File: src/rtl/uart_pkg.sv
// rtl/uart_pkg.sv - shared UART frame state type and line-level constants
package uart_pkg;

  typedef enum logic [2:0] {
    ST_IDLE   = 3'd0,
    ST_START  = 3'd1,
    ST_DATA   = 3'd2,
    ST_PARITY = 3'd3,
    ST_STOP   = 3'd4
  } uart_state_t;

  localparam logic LINE_IDLE = 1'b1;
  localparam logic START_BIT = 1'b0;

endpackage

File: src/rtl/uart_bit_counter.sv
// rtl/uart_bit_counter.sv - terminal-count counter with clear/enable and last flag
module uart_bit_counter #(
  parameter int WIDTH    = 3,
  parameter int TERMINAL = 7
) (
  input  logic             clk,
  input  logic             reset,
  input  logic             clear,
  input  logic             enable,
  output logic [WIDTH-1:0] count,
  output logic             last
);

  localparam logic [WIDTH-1:0] TERM = WIDTH'(TERMINAL);

  assign last = (count == TERM);

  // Wraps to zero on the terminal cycle so the count is already clean on exit.
  always_ff @(posedge clk or negedge reset) begin
    if (!reset) begin
      count <= '0;
    end else if (clear) begin
      count <= '0;
    end else if (enable) begin
      count <= last ? '0 : count + 1'b1;
    end
  end

endmodule

File: src/rtl/uart_tx_ctrl.sv
// rtl/uart_tx_ctrl.sv - UART transmit framing FSM driving an external shift register
module uart_tx_ctrl
  import uart_pkg::*;
#(
  parameter int DATA_BITS  = 8,
  parameter int PARITY_EN  = 1,
  parameter int PARITY_ODD = 0,
  parameter int STOP_BITS  = 1
) (
  input  logic                 slow_baud_clk,
  input  logic                 reset,
  input  logic [DATA_BITS-1:0] tx_data,
  input  logic                 tx_start,
  input  logic                 data_bit,
  output logic                 load,
  output logic                 shift,
  output logic                 tx_line,
  output logic                 tx_busy,
  output logic                 tx_done
);

  localparam int CNT_W = $clog2(DATA_BITS);

  uart_state_t      state;
  logic             parity_acc;
  logic [CNT_W-1:0] bit_cnt;
  logic             data_last;
  logic [0:0]       stop_cnt;
  logic             stop_last;
  logic             unused_sig;

  // tx_data is captured by the external shift register through load.
  assign unused_sig = ^{tx_data, bit_cnt, stop_cnt};

  assign load    = (state == ST_IDLE) && tx_start;
  assign shift   = (state == ST_DATA);
  assign tx_busy = (state != ST_IDLE);

  uart_bit_counter #(
    .WIDTH   (CNT_W),
    .TERMINAL(DATA_BITS - 1)
  ) u_data_cnt (
    .clk   (slow_baud_clk),
    .reset (reset),
    .clear (state != ST_DATA),
    .enable(state == ST_DATA),
    .count (bit_cnt),
    .last  (data_last)
  );

  uart_bit_counter #(
    .WIDTH   (1),
    .TERMINAL(STOP_BITS - 1)
  ) u_stop_cnt (
    .clk   (slow_baud_clk),
    .reset (reset),
    .clear (state != ST_STOP),
    .enable(state == ST_STOP),
    .count (stop_cnt),
    .last  (stop_last)
  );

  // tx_line always carries the previous cycle's bit, giving one guard cycle after STOP.
  always_ff @(posedge slow_baud_clk or negedge reset) begin
    if (!reset) begin
      state      <= ST_IDLE;
      tx_line    <= LINE_IDLE;
      tx_done    <= 1'b0;
      parity_acc <= 1'b0;
    end else begin
      tx_done <= 1'b0;
      case (state)
        ST_IDLE: begin
          tx_line <= LINE_IDLE;
          if (tx_start) begin
            state      <= ST_START;
            parity_acc <= 1'b0;
          end
        end
        ST_START: begin
          tx_line <= START_BIT;
          state   <= ST_DATA;
        end
        ST_DATA: begin
          tx_line    <= data_bit;
          parity_acc <= parity_acc ^ data_bit;
          if (data_last) begin
            state <= (PARITY_EN != 0) ? ST_PARITY : ST_STOP;
          end
        end
        ST_PARITY: begin
          tx_line <= parity_acc ^ (PARITY_ODD != 0);
          state   <= ST_STOP;
        end
        ST_STOP: begin
          tx_line <= LINE_IDLE;
          if (stop_last) begin
            state   <= ST_IDLE;
            tx_done <= 1'b1;
          end
        end
        default: begin
          tx_line <= LINE_IDLE;
          state   <= ST_IDLE;
        end
      endcase
    end
  end

endmodule

File: config.mk
export PLATFORM = sky130hd
export DESIGN_NAME = uart_tx_ctrl
export DESIGN_NICKNAME = d
export VERILOG_FILES = /design/src/rtl/uart_pkg.sv /design/src/rtl/uart_bit_counter.sv /design/src/rtl/uart_tx_ctrl.sv
export SDC_FILE = /design/constraint.sdc
export NUM_CORES = 1
export LEC_CHECK = 0
export CAP_MARGIN = 20
export CORE_AREA = 2 2 39 41
export CTS_CLUSTER_SIZE = 10
export DETAILED_ROUTE_END_ITERATION = 8
export DIE_AREA = 0 0 41 43
export GPL_ROUTABILITY_DRIVEN = 0
export PLACE_DENSITY = 0.71
export SLEW_MARGIN = 25
export SYNTH_ARGS = -nofsm -noshare
export SYNTH_HDL_FRONTEND = slang
export SYNTH_HIERARCHICAL = 1
export SYNTH_SLANG_ARGS = --single-unit
export TNS_END_PERCENT = 5
File: constraint.sdc
create_clock -name slow_baud_clk -period 2.3 [get_ports slow_baud_clk]
set_clock_uncertainty 0.05 [all_clocks]
set_input_delay 0.69 -clock slow_baud_clk [delete_from_list [all_inputs] [get_ports slow_baud_clk]]
set_output_delay 0.69 -clock slow_baud_clk [all_outputs]
set_load 0.02 [all_outputs]
==> impl_metrics.ini, run 1 <==
[power_and_ir_drop]
p_leak_nw = 0.312
power_uw = 793
peakVddDrop_uv = 407
power_density_nw_per_um2 = 1280

[clocking]
root_buffer = clkbuf_4
cts.sinks = 9
tritoncts = built
cts_buffers = 3
cts_buffer_depth = 2
clk_pin_slew_worst_paths_ns = 0.06
hold_buffers = 0
htreeDepth = 1
post_cts_buffers = 0
clock_latency_ns = 0.26

[hold_path]
hold_class = reg -> reg

[floorplanning]
initial_core_util = 0.356
core_area_um2 = 1380
dieArea_um2 = 1760
rows = 14
die_h_um = 43
io_pins = 17
die_w_um = 41

[setup_path]
path_buf_inv = 3
cpPeakStageDelay_ns = 0.48
reg2reg_slack_ns = 0.90
critPathKind = in -> out
start_kind = input port
crit_arrival_ns = 1.45
crit_family = buffers and inverters
cp_max_fo = 2
crit_chain = clkdlybuf4s50_1 -> inv_1 -> nor2_2 -> buf_2
critPathRequiredTime_ns = 1.56
crit_slowest_cell = clkdlybuf4s50_1
end_kind = output port

[cells_and_area]
drive_gt1_frac = 0.300
nNetsFinal = 75
fin_util = 0.448
n_fill_cell = 141
n_antenna_cell = 0
area_growth_syn_to_layout_pct = 25.6
final_cell_mix = dfrtp_1, buf_4, clkdlybuf4s50_1, nor2_1
layout_commonest_cell = dfrtp_1

[grt]
grt_pass1_wl_um = 1350
grt_pass1_vias = 339
grt_max_degree = 10
antenna_found_initial = 0
grt.overflow.total = 0
grt_usage = 0.122

[timing]
fmax_ghz = 0.456
finalHoldViolCount = 0
setup_slack_ns = 0.106
timing.final.crit_share = 0.954
drv_slew = 0
setup_violations = 0
rsz0062_at_grt = no
layout_min_cycle_time_ns = 2.19

[detailed_routing]
avgRoutedWirePerCell_um = 10.8
drtIter0Drc = 2
totalWireLength_um = 818
post-route-drc-count = 0
ant_nets = 0
num_vias = 352
first_pass_iters = 4
via_per_inst = 4.63

[place]
place_ws_ns = -0.336
io_buffer_count = 8

[yosys]
syn_area_um2 = 493
synthCells = 46
yosysWarnings = 6
synthesis.nets = 60
syn_avg_cell_area_um2 = 10.7

[run]
maxCapViolations = 0

[outcome]
status = complete, no violations
[registers in the layout (all words and copies together) (netlist names)]
| signal | flops |
|---|---|
| u_data_cnt/count | 3 |
| parity_acc | 1 |
| tx_line | 1 |
| tx_done | 1 |
| state | 3 |
[timing repair]
action,4_1_cts,5_1_grt
setup endpoints to repair,3,1
resized for setup,5,1
cloned,0,0
[power breakdown]
part	internal (mW)	total, mW	switching [mW]
Combinational	0.211	0.426	0.215
Clock	0.0667	0.120	0.0534
Sequential	0.213	0.247	0.0332
Total	0.491	0.793	0.302
[cell type report]
type                    instances  area (um2)  share of cell area
repair buffers                 14         118               0.190
inverters                       4        15.0              0.0242
clock buffers                   4        26.3              0.0424
well taps                      16        20.0              0.0323
flip-flops and latches          9         226               0.366
multi-input cells              29         214               0.345
[layer usage]
layer  GRT usage  part of all wire  vias up
li1            -                 -      182
met1       0.138              0.46      164
met2       0.172              0.51        6
met3      0.0314             0.035        0
met4       0.120                 0        0
met5           0                 0        -
[path summary, 6_finish.rpt]
check,cells after the start,startpoint,end
max,4,tx_start,load
min in group asynchronous,1,reset,state[1]$_DFFE_PN0P_
min reg2reg,2,u_data_cnt/count[1]$_DFFE_PN0P_,u_data_cnt/count[1]$_DFFE_PN0P_
max in group asynchronous,1,reset,tx_line$_DFF_PN1_
max reg2reg,4,u_data_cnt/count[0]$_DFFE_PN0P_,u_data_cnt/count[0]$_DFFE_PN0P_
min,2,u_data_cnt/count[1]$_DFFE_PN0P_,u_data_cnt/count[1]$_DFFE_PN0P_
[through the flow]
step                TNS (ns)  hold slack [ns]  cells  instance area (um2)
finish                     0            0.483     76                  619
global route               0            0.545     76                  619
CTS                 -0.00448            0.489     76                  626
detailed placement    -0.336            0.475     72                  601
global placement      -0.332            0.461     72                  601
floorplan                  0            0.344     46                  493
[tightest hold or removal path, cell delays in order (launching register included)]
cell and delay [ns]:
dfrtp_1 0.34, mux2i_1 0.07, nor2_1 0.09
Power figures use the tool's default switching activity.
==> run 2: changes to the inputs <==
--- a/config.mk
+++ b/config.mk
@@ -12,6 +12,7 @@
 export DIE_AREA = 0 0 41 43
 export GPL_ROUTABILITY_DRIVEN = 0
 export PLACE_DENSITY = 0.71
+export REMOVE_ABC_BUFFERS = 1
 export SLEW_MARGIN = 25
 export SYNTH_ARGS = -nofsm -noshare
 export SYNTH_HDL_FRONTEND = slang
==> impl_metrics.ini, run 2 (synthesis results as in run 1) <==
[grt]
grt.overflow.total = 0
grt_max_degree = 10
grt_pass1_wl_um = 1370
grt_pass1_vias = 360
grt_usage = 0.117
antenna_found_initial = 0

[detailed_routing]
num_vias = 352
via_per_inst = 4.69
first_pass_iters = 4
post-route-drc-count = 0
ant_nets = 0
avgRoutedWirePerCell_um = 9.79
totalWireLength_um = 734
drtIter0Drc = 8

[timing]
fmax_ghz = 0.456
timing.final.crit_share = 0.953
drv_slew = 0
rsz0062_at_grt = no
setup_slack_ns = 0.108
setup_violations = 0
holdWs_ns = 0.499
layout_min_cycle_time_ns = 2.19
finalHoldViolCount = 0

[floorplanning]
io_pins = 17
die_h_um = 43
initial_core_util = 0.356
die_w_um = 41
dieArea_um2 = 1760
rows = 14
core_area_um2 = 1380

[clocking]
cts.sinks = 9
clk_pin_slew_worst_paths_ns = 0.06
htreeDepth = 1
root_buffer = clkbuf_4
clock_latency_ns = 0.25
cts_buffer_depth = 2
hold_buffers = 0
cts_buffers = 3
tritoncts = built

[hold_path]
min_from = u_data_cnt/count[2]$_DFFE_PN0P_
hold_class = reg -> reg
hold_path_end = u_data_cnt/count[2]$_DFFE_PN0P_
holdPathStages = 2

[cells_and_area]
drive_gt1_frac = 0.288
final_cell_mix = dfrtp_1, clkdlybuf4s50_1, buf_4, nor2_1
n_fill_cell = 148
nNetsFinal = 74
layout_commonest_cell = dfrtp_1
stdcell_count = 75
n_antenna_cell = 0
biggestRegsByFlops = state: 3 flops, u_data_cnt/count: 3 flops
area_growth_syn_to_layout_pct = 24.1

[setup_path]
end_kind = output port
start_kind = input port
crit_family = buffers and inverters
crit_chain = clkdlybuf4s50_1 -> inv_1 -> nor2_2 -> buf_2
path_buf_inv = 3
r2r_end = u_data_cnt/count[0]$_DFFE_PN0P_
critPathKind = in -> out
crit_slowest_cell = clkdlybuf4s50_1
cp_max_fo = 2
r2r_cells = 6
reg2reg_slack_ns = 0.86
crit_arrival_ns = 1.45
reg2reg_from = state[1]$_DFFE_PN0P_
cpPeakStageDelay_ns = 0.48
critPathRequiredTime_ns = 1.56

[power_and_ir_drop]
comb_power_share = 0.535
peakVddDrop_uv = 363
p_sw_uw = 295
clkPwrFrac = 0.150
power_density_nw_per_um2 = 1270
switching_share = 0.379
p_leak_nw = 0.308
power_frac_seq = 0.315
p_int_uw = 483
power_uw = 778

[outcome]
status = complete, no violations

[run]
maxCapViolations = 0

[place]
place_inst = 71
place_ws_ns = -0.336
hpwl_um = 580
io_buffer_count = 8
## run 2: cell count changes in the layout (fill, tap and decap cells not counted)
cell,change
buf_4,-1
## run 2: how the worst max path moves through the flow
stage / startpoint / endpoint / slack [ns] / cells after the start
6_report: tx_start / load / 0.11 / 4
5_1_grt: tx_start / load / 0.06 / 4
4_1_cts: tx_start / load / -0.001 / 4
3_5_place_dp: tx_start / load / -0.34 / 4
3_3_place_gp: tx_start / load / -0.33 / 4
2_1_floorplan: state[0]$_DFFE_PN0P_ / load / 0.46 / 2
## run 2: layout make-up
type	count	area (um2)	share of cell area
well taps	16	20.0	0.0327
flip-flops and latches	9	226	0.370
clock buffers	4	26.3	0.0429
inverters	4	15.0	0.0245
multi-input cells	29	214	0.350
repair buffers	13	110	0.180
## run 2: repair_timing
action,in CTS,in global routing
buffers inserted,0,0
gates resized for setup,5,1
endpoints found under the setup margin,3,1
## run 2: worst register-to-register path, cell delays in order, from the launching register on
cell	delay, ns
dfrtp_1	0.35
buf_4	0.17
nand2_1	0.12
inv_1	0.09
buf_4	0.12
or3b_1	0.35
a21oi_2	0.11
## run 2: metal layers
metal  track usage  wire (um)
met1         0.150        354
met2         0.163        340
met4        0.0800         15
met3        0.0314         23
met5             0          0
## run 2: metrics by stage
stage	TNS, ns	area, um2	utilization
floorplan	0	455	-
global placement	-0.335	593	0.429
detailed placement	-0.336	593	0.429
CTS	-0.000954	618	0.447
global route	0	612	0.442
finish	0	612	0.442
## run 2: power groups by stage
stage	clock [mW]	combinational, mW	sequential (mW)
floorplan	0	0.228	0.291
global placement	0	0.438	0.247
detailed placement	0	0.446	0.249
CTS	0.122	0.426	0.246
global route	0.130	0.468	0.255
finish	0.117	0.416	0.245
